==> src/rtl/param_prescaler.sv <==
// Programmable clock-enable generator: divides clk by a loadable ratio, continuous or fixed-length burst, registered outputs.
// Optional running tick counter on output tick_total when PARAM_PRESCALER_TICK_COUNT_EN is defined.
module param_prescaler #(
  parameter int DIV_W   = 16,
  parameter int DEF_DIV = 1000,
  parameter int BURST_W = 8
) (
  input  logic               clk,
  input  logic               rst,
  input  logic               start,
  input  logic               stop,
  input  logic               mode,
  input  logic [BURST_W-1:0] burst_len,
  input  logic [DIV_W-1:0]   div_in,
  input  logic               div_valid,
  output logic               div_ready,
  output logic               tick,
  output logic               busy,
  output logic               done
`ifdef PARAM_PRESCALER_TICK_COUNT_EN
  ,
  output logic [31:0]        tick_total
`endif
);

  typedef enum logic {S_IDLE, S_RUN} state_t;

  localparam logic [DIV_W-1:0]   D_ONE   = DIV_W'(1);
  localparam logic [DIV_W-1:0]   DEF_Q   = DIV_W'(DEF_DIV);
  localparam logic [BURST_W:0]   B_ONE   = (BURST_W+1)'(1);

  state_t             state_q;
  logic [DIV_W-1:0]   div_q, shadow_q, pre_q;
  logic               shadow_vld_q, rdy_q;
  logic               mode_q;
  logic [BURST_W:0]   burst_q, len_q;
  logic               tick_q, busy_q, done_q, fin_q;

  logic               xfer_d, launch_d, active_d, wrap_d, final_d, run_on_d, going_idle_d;
  logic               mode_d;
  logic [DIV_W-1:0]   div_fix_d;
  logic [BURST_W:0]   len_in_d, len_d, burst_d, burst_inc_d;

  // IDLE keeps pre_q at zero, so the launch edge counts as prescale step zero.
  always_comb begin
    xfer_d       = div_valid && rdy_q;
    div_fix_d    = (div_in == '0) ? D_ONE : div_in;
    len_in_d     = {(burst_len == '0), burst_len};
    launch_d     = (state_q == S_IDLE) && start && !stop;
    active_d     = launch_d || ((state_q == S_RUN) && !stop);
    wrap_d       = (pre_q == (div_q - D_ONE));
    mode_d       = launch_d ? mode : mode_q;
    len_d        = launch_d ? len_in_d : len_q;
    burst_d      = launch_d ? '0 : burst_q;
    burst_inc_d  = burst_d + B_ONE;
    final_d      = active_d && wrap_d && mode_d && (burst_inc_d == len_d);
    run_on_d     = active_d && !final_d;
    going_idle_d = (state_q == S_RUN) && !run_on_d;
  end

  always_ff @(posedge clk or posedge rst) begin
    if (rst) begin
      state_q      <= S_IDLE;
      div_q        <= DEF_Q;
      shadow_q     <= '0;
      shadow_vld_q <= 1'b0;
      rdy_q        <= 1'b1;
      pre_q        <= '0;
      mode_q       <= 1'b0;
      burst_q      <= '0;
      len_q        <= '0;
      tick_q       <= 1'b0;
      busy_q       <= 1'b0;
      done_q       <= 1'b0;
      fin_q        <= 1'b0;
    end else begin
      tick_q <= active_d && wrap_d;
      fin_q  <= final_d;
      done_q <= fin_q;

      if (run_on_d) begin
        state_q <= S_RUN;
        busy_q  <= 1'b1;
        pre_q   <= wrap_d ? '0 : (pre_q + D_ONE);
        burst_q <= (wrap_d && mode_d) ? burst_inc_d : burst_d;
      end else begin
        state_q <= S_IDLE;
        busy_q  <= 1'b0;
        pre_q   <= '0;
        burst_q <= '0;
      end

      if (launch_d) begin
        mode_q <= mode;
        len_q  <= len_in_d;
      end

      // While running, a new divisor waits in the shadow until the period boundary.
      if (state_q == S_IDLE) begin
        if (xfer_d) div_q <= div_fix_d;
      end else if (going_idle_d) begin
        if (xfer_d)            div_q <= div_fix_d;
        else if (shadow_vld_q) div_q <= shadow_q;
        shadow_vld_q <= 1'b0;
        rdy_q        <= 1'b1;
      end else if (wrap_d && shadow_vld_q) begin
        div_q        <= shadow_q;
        shadow_vld_q <= 1'b0;
        rdy_q        <= 1'b1;
      end else if (xfer_d) begin
        shadow_q     <= div_fix_d;
        shadow_vld_q <= 1'b1;
        rdy_q        <= 1'b0;
      end
    end
  end

  assign div_ready = rdy_q;
  assign tick      = tick_q;
  assign busy      = busy_q;
  assign done      = done_q;

`ifdef PARAM_PRESCALER_TICK_COUNT_EN
  logic [31:0] total_q;

  always_ff @(posedge clk or posedge rst) begin
    if (rst)                    total_q <= '0;
    else if (active_d && wrap_d) total_q <= total_q + 32'd1;
  end

  assign tick_total = total_q;
`endif

endmodule

==> config.mk <==
export PLATFORM = sky130hd
export DESIGN_NAME = param_prescaler
export DESIGN_NICKNAME = d
export VERILOG_FILES = /design/src/rtl/param_prescaler.sv
export SDC_FILE = /design/constraint.sdc
export NUM_CORES = 1
export LEC_CHECK = 0
export ABC_AREA = 1
export CORE_ASPECT_RATIO = 0.5
export CORE_MARGIN = 2
export CORE_UTILIZATION = 47
export DETAILED_ROUTE_END_ITERATION = 8
export PLACE_DENSITY = 0.66
export SYNTH_ARGS = -nofsm -noshare
export SYNTH_HDL_FRONTEND = slang
export SYNTH_SLANG_ARGS = --single-unit
==> constraint.sdc <==
create_clock -name clk -period 3.6 [get_ports clk]
set_input_delay 0.54 -clock clk [delete_from_list [all_inputs] [get_ports clk]]
set_output_delay 0.54 -clock clk [all_outputs]
set_load 0.005 [all_outputs]
# [Word level (Yosys, flattened, before mapping)]
# Cells that the tools add are included.
[totals] register_bits=73 inputBits=30 output_inout_bits=4 wordCells=65
[op_classes] n_addsub=3 n_eq_ne=4 mux=21 bitwise_logic=3 n_reduce_logical=22
[op_table] cell="$mux W16" n=9
[op_table] cell="$mux W9" n=4
[op_table] cell="$add A16 B1 Y16 const B" n=1
[op_table] cell="$eq A16 B16 Y1" n=1
[op_table] cell="$logic_not A16 Y1" n=1
[op_table] cell="$sub A16 B1 Y16 const B" n=1
[op_table] cell="$logic_and A1 B1 Y1" n=11
[op_table] cell="$add A9 B1 Y9 const B" n=1
[op_table] cell="$eq A9 B9 Y1" n=1
[op_table] cell="$logic_not A8 Y1" n=1
[op_table] cell="$mux W1" n=8
[op_table] cell="$reduce_and A4 Y1" n=1
[op_table] cell="$logic_not A1 Y1" n=3
[op_table] cell="$ne A3 B1 Y1 const B" n=1
[op_table] cell="$ne A3 B3 Y1 const B" n=1
[op_table] cell="$not A1 Y1" n=3
[op_table] cell="$reduce_and A3 Y1" n=1
[op_table] cell="$reduce_bool A3 Y1" n=1
[op_table] cell="$reduce_and A2 Y1" n=1
[op_table] cell="$reduce_bool A2 Y1" n=1
[op_table] cell="$logic_or A1 B1 Y1" n=1

# [Depth between registers and ports, before layout]
[depth] depth_word=13 mapped_depth=25 depth_no_buf=22

# [Worst setup path after synthesis]
# No wires, ideal clock.
[synth_path] kind="in2reg" from="input stop" to="register div_q[10]" setup_ps=116 arrival_ps=2692 required_ps=3484 path_slack_ps=791 path_stages=23 path_buffers=3 cell_sequence="inv_1 -> nand3_2 -> buf_6 -> buf_6 -> nand2_1 -> inv_1 -> ha_1 -> nand4_2 -> nor2_1 -> nand2_1 -> nand3_1 -> nand2_1 -> nor2_1 -> nand3_1 -> nor2_2 -> nand2_4 -> nand2_4 -> nand2_4 -> buf_2 -> nand3_1 -> nand2_1 -> nand2_1 -> nand2_1"
[synth_between] elab_chain_cells=12
[synth_lines] element="start: declaration" line="11" rtl="input logic stop,"
[synth_lines] element="$logic_not A1 Y1 *" line="49, 50"
[synth_lines] element="$logic_and A1 B1 Y1 (on tied branches)" line="49, 50"
[synth_lines] element="$mux W9 / $logic_or A1 B1 Y1 (equally long branches)" line="54, 50"
[synth_lines] element="$add A9 B1 Y9 / $logic_and A1 B1 Y1 (equally long branches)" line="55, 56"
[synth_lines] element="$eq A9 B9 Y1 / $logic_and A1 B1 Y1 (equally long branches)" line="56" rtl="final_d = active_d && wrap_d && mode_d && (burst_inc_d == len_d);"
[synth_lines] element="$logic_and A1 B1 Y1" line="56"
[synth_lines] element="$logic_not A1 Y1" line="57" rtl="run_on_d = active_d && !final_d;"
[synth_lines] element="$logic_and A1 B1 Y1 *" line="57"
[synth_lines] element="$logic_not A1 Y1 *" line="58" rtl="going_idle_d = (state_q == S_RUN) && !run_on_d;"
[synth_lines] element="$logic_and A1 B1 Y1 *" line="58"
[synth_lines] element="$ne A3 B1 Y1 (no line), or another cell as far along"
[synth_lines] element="$reduce_and A3 Y1 (no line) / $mux W16 (equally long branches)"
[synth_lines] element="end signal: assignment" line="100" rtl="if (xfer_d) div_q <= div_fix_d;"
[synth_lines] element="end signal: assignment" line="102" rtl="if (xfer_d) div_q <= div_fix_d;"
[synth_lines] element="end signal: assignment" line="103" rtl="else if (shadow_vld_q) div_q <= shadow_q;"
[synth_lines] element="end: declaration" line="33" rtl="logic [DIV_W-1:0] div_q, shadow_q, pre_q;"
# Mark *: on every way between the ends. The rest lies on a longest branch, timed or not.
# A chain may end at the register's enable or synchronous reset.

# [Worst setup path in the final report]
[layout_path] from="input stop" to="register shadow_q[6]"
[layout_between] elab_chain_cells=12
[layout_lines] element="$logic_not A1 Y1 *" line="49, 50"
[layout_lines] element="$logic_and A1 B1 Y1 (on tied branches)" line="49, 50"
[layout_lines] element="$mux W9 / $logic_or A1 B1 Y1 (equally long branches)" line="54, 50"
[layout_lines] element="$add A9 B1 Y9 / $logic_and A1 B1 Y1 (equally long branches)" line="55, 56"
[layout_lines] element="$eq A9 B9 Y1 / $logic_and A1 B1 Y1 (equally long branches)" line="56"
[layout_lines] element="$logic_and A1 B1 Y1" line="56"
[layout_lines] element="$logic_not A1 Y1" line="57"
[layout_lines] element="$logic_and A1 B1 Y1 *" line="57"
[layout_lines] element="$logic_not A1 Y1 *" line="58"
[layout_lines] element="$logic_and A1 B1 Y1 *" line="58"
[layout_lines] element="$not A1 Y1 (no line) *"
[layout_lines] element="$reduce_and A4 Y1 (no line) *"
[layout_lines] element="end signal: assignment" line="111" rtl="shadow_q <= div_fix_d;"
[layout_lines] element="end: declaration" line="33"
# Marked as above.

==> out/results.txt <==
Net Count, Synth -> 657
Cells after synthesis -> 624
CTS sink cnt -> 73
Most used flip-flop cell after synthesis -> dfrtp_1
Final setup margin -> 0.4237 ns
Max-Cap Viols -> 0
Number of failing setup endpoints in the final timing report -> 0
Most frequent cell on the critical path -> nand2_1
Kind of start point of the critical path -> primary input
Sequence of cells on the critical path -> clkdlybuf4s50_1 > inv_1 > nand3_2 > nand2_1 > inv_1 > ha_1 > nand4_2 > nor2_1 > nand2_1 > nand2_1 > nand2_1 > nand2_1 > nor2_1 > nand3_1 > nor2_2 > nand2_4 > nand4_4 > nor2_4 > inv_2 > nand2_1 > nand2_1
Clock latency on the worst-skew pair -> 0.34 ns
Post-Synthesis Mean Instance Area -> 7.239 µm²
Top fanout value on the critical path -> 17
Htree depth -> 3
Library cells used by synthesis -> 40
Crit path buf inv count -> 4
Total count of max-transition violations in the final report -> 0
Number of global-route vias before repair -> 3678
Pleak -> 0.002630 µW
Asr flop ratio synth -> 100.0%
Hold buffer count at cts -> 0
Kind of end point of the critical path -> flop
Placer's final routability congestion estimate -> 0.9980
Share of synthesized area occupied by flip-flops and latches -> 40.64%
Gr ovfl total -> 0
Transition time at the pin with the least slew margin -> 0.9353 ns
Maximum clock frequency -> 0.3148 GHz
First DRT Iteration DRCs -> 227
Number of remaining DRC errors -> 0
GRT Total Usage -> 21.04%
Initial core utilization -> 48.13%
Overall power consumption -> 2552 µW
Share of the cycle needed by the critical path after routing -> 88.23%
Average wire per standard cell -> 13.25 µm
Initial antenna violation count -> 0
Largest stage delay on the critical path -> 0.48 ns
Kind of cell with the highest combined delay on the critical path -> simple AND/OR/NAND/NOR gates
Core Box Area -> 9384 µm²
Detailed Route WL -> 10430 µm
Largest net degree at the start of global routing -> 74
Setup TNS after final layout -> 0 ns
Clock buffers created by TritonCTS -> 9
Total number of placement rows -> 25
Run status -> completed
Antenna viol nets, final -> 0
Die Footprint -> 10460 µm²
Floorplan die width -> 142.6 µm
Vias per cell -> 5.081
Number of synthesized flops with an enable pin -> 0
Proportion of layout cells with a drive suffix above 1 -> 10.21%
PwrDens -> 489.1 nW/µm²
Final Hold Vio Count -> 0
Antenna fix cells -> 0
Number of synthesized register bits -> 73
Summed instance area of the synthesized netlist -> 4517 µm²
Type of the setup path with the least slack -> in2reg
Floorplan die height -> 73.32 µm
Headroom to the max-slew limit -> 37.65%
Via count of the routed design -> 3999
Global-route wire length before repair -> 17200 µm
CTS max path bufs -> 2
Root buf cell -> clkbuf_16
Dpl ws -> 0.08941 ns
Crit path max-delay cell type -> clkdlybuf4s50_1
Clock period minus worst slack -> 3.176 ns
Number of port buffers -> 33
Post-detailed-placement half-perimeter wirelength -> 7590 µm
Number of warnings issued by yosys -> 0
Quantity of gates resized following cts -> 0
Hold Crit Class -> reg2reg
Fin nets -> 694
CTS tree -> done
Data arrival time of the critical path -> 3.40 ns
IR drop worst, VDD -> 0.0002532 V
Number of detailed-routing iterations run before antenna repair -> 4
Setup clock skew after layout -> 0.005621 ns
RSZ-0062 raised after global routing -> no
I/O pins -> 34
Number of buffers added for setup after CTS -> 0
Worst path required time -> 3.82 ns
Area Growth Syn to Fin -> 15.51%
Worst-path clk slew -> 0.06 ns
-- worst paths after layout --
check	start	to	slack, ns	depth (start not counted)
max	stop	shadow_q[6]$_DFFE_PP0P_	0.42	21
min	fin_q$_DFF_PP0_	done$_DFF_PP0_	0.37	0
max reg2reg	div_q[0]$_DFFE_PP0P_	shadow_q[6]$_DFFE_PP0P_	0.69	18
min reg2reg	fin_q$_DFF_PP0_	done$_DFF_PP0_	0.37	0
max in group asynchronous	rst	shadow_q[9]$_DFFE_PP0P_	2.18	3
min in group asynchronous	rst	len_q[1]$_DFF_PP0_	0.81	3
-- synthesized netlist by cell type (4+ instances only) --
master    number  area (µm²)
xnor2_1       12       105.1
nand4_1       11       68.82
dfrtp_1       66        1652
nor2_2         5       31.28
nand3_1       48       240.2
buf_6          5       56.30
nand2_4        4       45.04
nand2_1      238       893.4
nor4_1         7       43.79
or2_2          4       25.02
dfstp_2        7       183.9
a211oi_1       9       67.56
nor2_1        53       198.9
xor2_1        16       140.1
a21oi_1        9       45.04
o21ai_1        6       30.03
inv_2          9       33.78
nand3_2        8       80.08
nand3b_1       5       37.54
nor3_1         9       45.04
o21ai_0        4       20.02
inv_1         57       214.0
-- flip-flops by register name, summed over array words and instances, names as in the netlist --
| register | count |
|---|---|
| busy | 1 |
| len_q | 9 |
| burst_q | 9 |
| mode_q | 1 |
| div_ready | 1 |
| fin_q | 1 |
| shadow_q | 16 |
| pre_q | 16 |
| shadow_vld_q | 1 |
| tick | 1 |
| div_q | 16 |
| done | 1 |
-- power breakdown --
group          switching (µW)  internal [µW]
Clock                     341            484
Sequential                102            958
Combinational             411            256
Total                     853           1700
-- area by class of cell --
cell class	count	area (µm²)
fill	930	4167
multi-input combinational	470	2328
sequential	73	1836
timing repair buffer	40	382.9
inverter	67	251.5
clock buffer	13	250.2
tap	121	151.4
clock inverter	3	17.52
-- layout by cell type, fill, tap and decap left out, types with 2 or more instances in the layout --
master,count
nand2_1,238
dfrtp_1,66
inv_1,56
nor2_1,53
nand3_1,48
clkdlybuf4s50_1,33
xor2_1,16
xnor2_1,12
nand4_1,11
inv_2,10
a21oi_1,9
nor3_1,9
a211oi_1,9
clkbuf_16,9
nand3_2,8
nor4_1,7
dfstp_2,7
buf_4,7
o21ai_1,6
nor2_2,5
nand3b_1,5
or2_2,4
o21ai_0,4
nand2_4,4
nor2_4,3
nor3b_1,3
ha_1,3
clkbuf_1,3
o21bai_1,2
nand2_2,2
and2_1,2
clkinv_2,2
-- per-layer routing --
metal  GRT usage [%]  routed length (µm)
met1           28.41                5052
met5               0                   0
met2           33.76                4796
met3           5.411                 416
met4           6.381                 159
-- cell families after synthesis --
family / Yosys count / share of synthesized area, %
flops: 73 / 40.64
xor+xnor: 28 / 5.429
simple gates: 406 / 40.75
fa+ha+maj: 3 / 0.8311
compound gates: 33 / 4.543
buf+inv: 81 / 7.811
-- stage by stage --
step	utilization, %	hold WS, ns	std cells	cell area (µm²)
2_1_floorplan	-	0.3312	624	4517
3_3_place_gp	52.75	0.3343	771	4950
3_5_place_dp	52.75	0.3550	771	4950
4_1_cts	55.60	0.3673	787	5218
5_1_grt	55.60	0.3884	787	5218
6_report	55.60	0.3677	787	5218
(Power assumes the default switching activity.)
